--- config.mk ---
export PLATFORM = sky130hd
export DESIGN_NAME = axi_abr_if
export DESIGN_NICKNAME = d
export VERILOG_FILES = /design/src/rtl/axi_abr_if.sv
export SDC_FILE = /design/constraint.sdc
export NUM_CORES = 1
export LEC_CHECK = 0
export BUFFER_PORTS_ARGS = -buffer_cell sky130_fd_sc_hd__buf_2
export CORE_ASPECT_RATIO = 0.6
export CORE_MARGIN = 2
export CORE_UTILIZATION = 48
export CTS_BUF_LIST = sky130_fd_sc_hd__clkbuf_8
export CTS_CLUSTER_DIAMETER = 40
export DETAILED_ROUTE_END_ITERATION = 8
export PLACE_DENSITY_LB_ADDON = 0.08
export SLEW_MARGIN = 0
export SYNTH_ARGS = -nofsm -noshare
export SYNTH_HDL_FRONTEND = slang
export SYNTH_SLANG_ARGS = --single-unit
export TNS_END_PERCENT = 20
--- constraint.sdc ---
create_clock -name clk -period 3.57 [get_ports clk]
set_input_delay 0.357 -clock clk [delete_from_list [all_inputs] [get_ports clk]]
set_output_delay 0.357 -clock clk [all_outputs]
set_load 0.01 [all_outputs]
--- src/rtl/axi_abr_if.sv ---
// axi_abr_if: single-outstanding AXI slave returning beat addresses as read data; AXI_RESP_CHECK_EN flags non-128-bit/non-INCR bursts as SLVERR
module axi_abr_if #(
  parameter int ID_WIDTH   = 4,
  parameter int ADDR_WIDTH = 32,
  parameter int DATA_WIDTH = 128
) (
  input  logic                  clk,
  input  logic                  rst,
  input  logic                  a_valid,
  output logic                  a_ready,
  input  logic                  a_write,
  input  logic [ID_WIDTH-1:0]   a_id,
  input  logic [ADDR_WIDTH-1:0] a_addr,
  input  logic [7:0]            a_len,
  input  logic [2:0]            a_size,
  input  logic [1:0]            a_burst,
  output logic                  b_valid,
  input  logic                  b_ready,
  output logic [ID_WIDTH-1:0]   b_id,
  output logic [1:0]            b_resp,
  output logic                  r_valid,
  input  logic                  r_ready,
  output logic [ID_WIDTH-1:0]   r_id,
  output logic [DATA_WIDTH-1:0] r_data,
  output logic [1:0]            r_resp,
  output logic                  r_last
);
  localparam logic [1:0] IDLE = 2'd0, BRESP = 2'd1, RDATA = 2'd2;
  logic [1:0]            state;
  logic [ID_WIDTH-1:0]   id_q;
  logic [ADDR_WIDTH-1:0] addr_q;
  logic [7:0]            cnt;
  logic [2:0]            size_q;
  logic                  fixed_q;
  logic [1:0]            resp_q, resp_n;
`ifdef AXI_RESP_CHECK_EN
  assign resp_n = (a_size != 3'd4 || a_burst != 2'b01) ? 2'b10 : 2'b00;
`else
  assign resp_n = 2'b00;
`endif
  assign a_ready = state == IDLE && !rst;
  assign b_valid = state == BRESP;
  assign b_id    = id_q;
  assign b_resp  = resp_q;
  assign r_valid = state == RDATA;
  assign r_id    = id_q;
  assign r_resp  = resp_q;
  assign r_last  = r_valid && cnt == 8'd0;
  assign r_data  = DATA_WIDTH'({4{32'(addr_q)}});
  // addr_q holds the current beat address; WRAP advances like INCR
  always_ff @(posedge clk) begin
    if (rst) begin
      state   <= IDLE;
      id_q    <= '0;
      addr_q  <= '0;
      cnt     <= '0;
      size_q  <= '0;
      fixed_q <= 1'b0;
      resp_q  <= 2'b00;
    end else if (state == IDLE) begin
      if (a_valid) begin
        id_q   <= a_id;
        resp_q <= resp_n;
        state  <= a_write ? BRESP : RDATA;
        if (!a_write) begin
          addr_q  <= a_addr;
          cnt     <= a_len;
          size_q  <= a_size;
          fixed_q <= a_burst == 2'b00;
        end
      end
    end else if (state == BRESP) begin
      if (b_ready) state <= IDLE;
    end else if (state == RDATA) begin
      if (r_ready) begin
        state  <= cnt == 8'd0 ? IDLE : RDATA;
        cnt    <= cnt - 8'd1;
        addr_q <= fixed_q ? addr_q : addr_q + (ADDR_WIDTH'(1) << size_q);
      end
    end else begin
      state <= IDLE;
    end
  end
endmodule

==> results.ini, run 1 <==
[placed_design]
dp.cells=698
place.gp.congestion=0.916
place_ws_ps=749
io_buffers=194
place_hpwl_microns=7880

[final_layout]
final_layout_size_suffix_gt1_share_pct=38.2
area_delta_synth_final_pct=7.10
antennaDiodeCount=0
fin_nets=663
final_cells=705

[grt]
overflow=0
grt_pass1_vias=3196
grt_antenna_before_repair=0
grt_first_pass_wirelength_microns=16300
grt_max_degree=54
grt_usage_pct=22.7

[detailed_routing]
wirelength_microns=10700
drc_errors=0
vias=3844
firstDrtPassIters=5
final_antenna_net_count=0
viasPerCell=5.45
wl_per_cell_microns=15.2
drt-initial-drc-count=291

[logic_synthesis]
seq_area_frac_synth_pct=25.0
synth.top_cell.area_share_pct=25.0
post-synth-top-count-cell=buf_4
synthFlopType=dfxtp_1
synth_top_cells_by_count=buf_4 (106), nand2_1 (65), dfxtp_1 (50)
yosys.area.top_type=dfxtp_1
async_flop_share_pct=0
synth-simple-area-share_pct=24.6
synth_edf_count=0
muxShareOfSynthArea_pct=1.31
yosysUniqueCellTypes=68
synth_xor_area_share_pct=1.31
synth.area.top_cells=dfxtp_1 (25%), buf_4 (20%), nand2_1 (6.1%)
synth_seq_cells=50
synth_compound_gate_area_share_pct=19.7
ys_warn_count=0
syn_area_sq_um=4000
syn_inst=521
synth_top_family_by_area=simple AND/OR/NAND/NOR gates
synth-adder-area-share_pct=3.63
synth_area_per_cell_sq_um=7.68

[clock_tree]
post-cts-setup-buffers=0
cts_tree=done
clkTransAtPathRegs_ps=90
clock_latency_ps=320
numCtsBuffers=5
cts.sinks=50
post_cts_resized=0
cts_hold_buf=0
cts_buffer_depth=2
cts-root-buf=clkbuf_8
cts_max_level=2

[floorplanning]
die_y_microns=74.7
dieArea_sq_um=9110
ios=199
dieWidth_microns=122
row_count=25
core_area_sq_um=7980
start_util_pct=50.2

[sta]
rsz0062_at_grt=no
setup_viol=0
whs_ps=283
worst_pin_slew_ps=1080
min_period_over_period_pct=81.1
final.setup.worst_slack_ps=673
min_period_ps=2900
finClkSkew_ps=7.84
setup-tns-final_ps=0
maxClockFrequency_mhz=345
hold_viol_final=0
slew_headroom_pct=28.1
slew_violations=0

[critical_path]
critPathArrivalTime_ps=3050
setup.worst_path.start_class=flop
endpoint_kind=flop
crit_slowest_cell=dfxtp_1
critical_path_class=reg -> reg
path_max_fanout=9
crit_path_cell_trace=nor3_1 > ha_1 > fa_1 > a21o_1 > a221oi_2 > o21a_1 > nor2_1 > a311oi_1 > nor4_1
cp.required_ps=3730
max_stage_delay_ps=500

[pwr]
p_comb_share_pct=32.9
p_sw_share_pct=37.2
pwr-share-seq_pct=45.2
power_frac_clock_pct=21.9
powerDensity_nw_per_um2=349
peakVddDrop_mv=0.133
switching_power_uw=557
power_leakage_nw=2.14
p_int_uw=939

[worst_hold_path]
hold_class=in -> reg

[run]
maxCapViolations=0

[status]
outcome=complete, no violations

-- worst max-delay path, delay by kind of cell (launching register included) --
| family | cells | cell delay, ps |
|---|---|---|
| AOI/OAI and AO/OA | 4 | 1340 |
| adders and majority gates | 2 | 630 |
| DFF | 1 | 500 |
| and+or+nand+nor | 3 | 260 |
-- cells by family after synthesis --
| kind of cell | after synthesis |
|---|---|
| xor gates and xnor gates | 6 |
| and+or+nand+nor | 190 |
| buffers and inverters | 138 |
| AOI/OAI and AO/OA | 120 |
| other | 1 |
| adders and majority gates | 11 |
| muxes | 5 |
| DFF | 50 |
-- metrics by stage --
step / instance area, sq um / utilization, % / power [mW]
detailed placement: 4210 / 52.8 / 1.18
global route: 4290 / 53.7 / 1.59
floorplan: 4010 / - / 1.10
CTS: 4290 / 53.7 / 1.50
finish: 4290 / 53.7 / 1.50
global placement: 4210 / 52.8 / 1.18
-- flip-flops by register name (all words and copies together), names as in the netlist --
register and count:
addr_q 32, b_id 4, cnt 8, fixed_q 1, size_q 3, state 2
-- placed cells by master, fill, tap and decap left out, types with 7 or more instances in the layout --
| cell type | synthesis | final |
|---|---|---|
| a21o_1 | 7 | 7 |
| a21oi_1 | 30 | 30 |
| a311oi_1 | 8 | 8 |
| a31oi_1 | 12 | 12 |
| buf_2 | 4 | 194 |
| dfxtp_1 | 50 | 50 |
| ha_1 | 10 | 10 |
| inv_1 | 5 | 7 |
| nand2_1 | 65 | 65 |
| nand3_1 | 13 | 13 |
| nand4_1 | 8 | 8 |
| nor2_1 | 33 | 32 |
| nor3_1 | 12 | 12 |
| o211ai_1 | 9 | 9 |
| o21ai_0 | 22 | 22 |
| or3_1 | 10 | 10 |
-- power by group through the flow --
stage / Clock, mW / Combinational [mW] / Sequential, mW
detailed placement: 0 / 0.492 / 0.690
CTS: 0.333 / 0.494 / 0.677
global route: 0.353 / 0.546 / 0.690
finish: 0.328 / 0.492 / 0.677
global placement: 0 / 0.492 / 0.686
floorplan: 0 / 0.416 / 0.685
-- cell type report --
type | instances | area (sq um)
fill | 805 | 3690
sequential | 50 | 1000
timing repair buffer | 199 | 1010
clock buffer | 5 | 68.8
inverter | 5 | 18.8
tap | 108 | 135
clock inverter | 2 | 7.51
multi-input combinational | 336 | 2050
-- path summary, 6_finish.rpt --
path                                 start          to  slack, ps  depth (start not counted)
worst max-delay path             size_q[1]  addr_q[10]        670                          9
worst min-delay path            a_addr[20]  addr_q[20]        280                          3
worst max register to register   size_q[1]  addr_q[10]        670                          9
worst min register to register     b_id[2]     b_id[2]        470                          2
-- routing by layer --
layer	track usage, %	vias up	wire length, microns
li1	-	1884	-
met4	5.62	0	102
met3	4.55	10	938
met2	33.7	188	4460
met5	0	-	0
met1	33.7	1762	5220
No activity file was read; power rests on OpenSTA's default activity.
==> run 2: changes to the inputs <==
Clock period 3.57 ns to 3 ns, I/O delays scaled along.
==> run 2 against run 1 <==
  * Cell area up 0.90%
  * Fmax up 4.3%
  * Flip-flop and latch count unchanged
  * Hold slack worse by 59 ps
  * Critical path type unchanged
  * Global-route usage down 0.30 points
  * Die area unchanged
  * Critical endpoint is now addr_q[15]
  * Clock-buffer cell count up 1
  * Non-clock buffer count up 3
  * Sequential share of layout area down 0.21 points
  * Total power up 22%
==> results.ini, run 2 (synthesis results as in run 1) <==
[detailed_routing]
firstDrtPassIters=5  ; unchanged
wl_per_cell_microns=15.1  ; -0.89%
final_antenna_net_count=0  ; unchanged
vias=3800  ; -1.1%
wirelength_microns=10700  ; -0.33%
viasPerCell=5.36  ; -1.7%
drc_errors=0  ; unchanged
drt-initial-drc-count=310  ; +6.5%

[final_layout]
area_delta_synth_final_pct=8.07
top_register=addr_q
final_common_cell=buf_2
fin_nets=666  ; +0.45%
seq_area_sq_um=1000  ; unchanged
antennaDiodeCount=0  ; unchanged
multi_input_area_sq_um=2050  ; about the same
fillCellCount=802  ; -0.37%
final_cell_mix=buf_2 (194), nand2_1 (65), dfxtp_1 (50)
final_layout_size_suffix_gt1_share_pct=38.9  ; +0.74 points
largest_reg_flops=32  ; unchanged

[floorplanning]
dieArea_sq_um=9110  ; unchanged
row_count=25  ; unchanged
dieWidth_microns=122  ; unchanged
die_y_microns=74.7  ; unchanged
ios=199  ; unchanged
start_util_pct=50.2  ; unchanged
core_area_sq_um=7980  ; unchanged

[status]
outcome=complete, no violations

[grt]
grt_pass1_vias=3110  ; -2.7%
grt_antenna_before_repair=0  ; unchanged
overflow=0  ; unchanged
grt_usage_pct=22.4  ; -0.30 points
grt_max_degree=54  ; unchanged
grt_first_pass_wirelength_microns=16000  ; -1.7%

[clock_tree]
clock_latency_ps=310  ; about the same
cts_tree=done
clkTransAtPathRegs_ps=100  ; about the same
post_cts_resized=0  ; unchanged
post-cts-setup-buffers=0  ; unchanged
cts-root-buf=clkbuf_8
cts_buffer_depth=2  ; unchanged
cts_max_level=2  ; unchanged
cts_hold_buf=0  ; unchanged
cts.sinks=50  ; unchanged
numCtsBuffers=5  ; unchanged

[critical_path]
crit_start=size_q[0]
crit_slowest_cell=dfxtp_1
critical_path_class=reg -> reg
cp.required_ps=3230  ; -500 ps
critPathArrivalTime_ps=3010  ; -40 ps
crit_path_cell_trace=nor3b_1 > ha_1 > a21o_1 > a21oi_1 > o21ai_0 > o22a_1 > a31o_2 > a31oi_1
setup.worst_path.start_class=flop
endpoint_kind=flop
path_max_fanout=9  ; unchanged
path_buf_inv=0  ; unchanged
reg2reg_from=size_q[0]
cp_top_family=compound AO/OA/AOI/OAI gates
max_stage_delay_ps=490  ; about the same

[sta]
hold_viol_final=0  ; unchanged
rsz0062_at_grt=no
maxClockFrequency_mhz=360  ; +4.3%
whs_ps=223  ; -59.4 ps
worst_pin_slew_ps=1020  ; -55.7 ps
min_period_ps=2780  ; -121 ps
setup_viol=0  ; unchanged
slew_violations=0  ; unchanged
slew_headroom_pct=31.8  ; +3.7 points
setup-tns-final_ps=0  ; unchanged
min_period_over_period_pct=92.5  ; +11 points
finClkSkew_ps=6.77  ; -1.07 ps

[placed_design]
io_buffers=194  ; unchanged
place.gp.congestion=0.868  ; -5.3%
place_hpwl_microns=8030  ; +1.9%

[run]
maxCapViolations=0  ; unchanged

[worst_hold_path]
hold_class=in -> reg
worstHoldStart=a_id[0]

[pwr]
power_leakage_nw=2.16  ; +0.94%
peakVddDrop_mv=0.229  ; +72%
powerDensity_nw_per_um2=422  ; +21%

-- run 2: cell types whose count changed in the layout (fill, tap and decap cells not counted), sizes merged --
| cell | previous run | this run |
|---|---|---|
| buf | 199 | 202 |
| clkbuf | 5 | 6 |
| clkinv | 0 | 1 |
| inv | 7 | 6 |
-- run 2: where the power goes --
group          switching, mW  internal (mW)
logic                  0.344          0.250
clock network          0.244          0.184
registers             0.0861          0.719
-- run 2: final timing paths --
path	endpoint	slack (ps)	depth (start not counted)
min reg2reg	b_id[1]	470	2
max	addr_q[15]	220	8
max reg2reg	addr_q[15]	220	8
min	b_id[0]	220	3
-- run 2: worst min-delay path, cell delays in order --
cell and delay (ps):
buf_2 100, nand3_1 50, a21oi_1 50
-- run 2: layout make-up --
cell class                      count  area share, %
Multi-Input combinational cell    336           47.4
Sequential cell                    50           23.1
Tap cell                          108           3.12
Clock buffer                        6           1.91
Timing Repair Buffer              202           23.8
Clock inverter                      2          0.202
Inverter                            5          0.434
-- run 2: per-layer routing --
metal,up-vias,track usage [%],wire length [microns]
met5,-,0,0
met1,1715,33.6,5210
li1,1893,-,-
met2,180,31.9,4430
met4,0,5.49,104
met3,12,5.45,948
-- run 2: through the flow --
stage	setup WS, ps	cell area [sq um]	util, %	cells	power, mW
finish	224	4330	54.2	709	1.83
global route	7.52	4330	54.2	709	1.94
CTS	204	4320	54.2	709	1.84
detailed placement	226	4230	53.1	701	1.42
global placement	349	4230	53.1	701	1.41
floorplan	495	4010	-	524	1.31
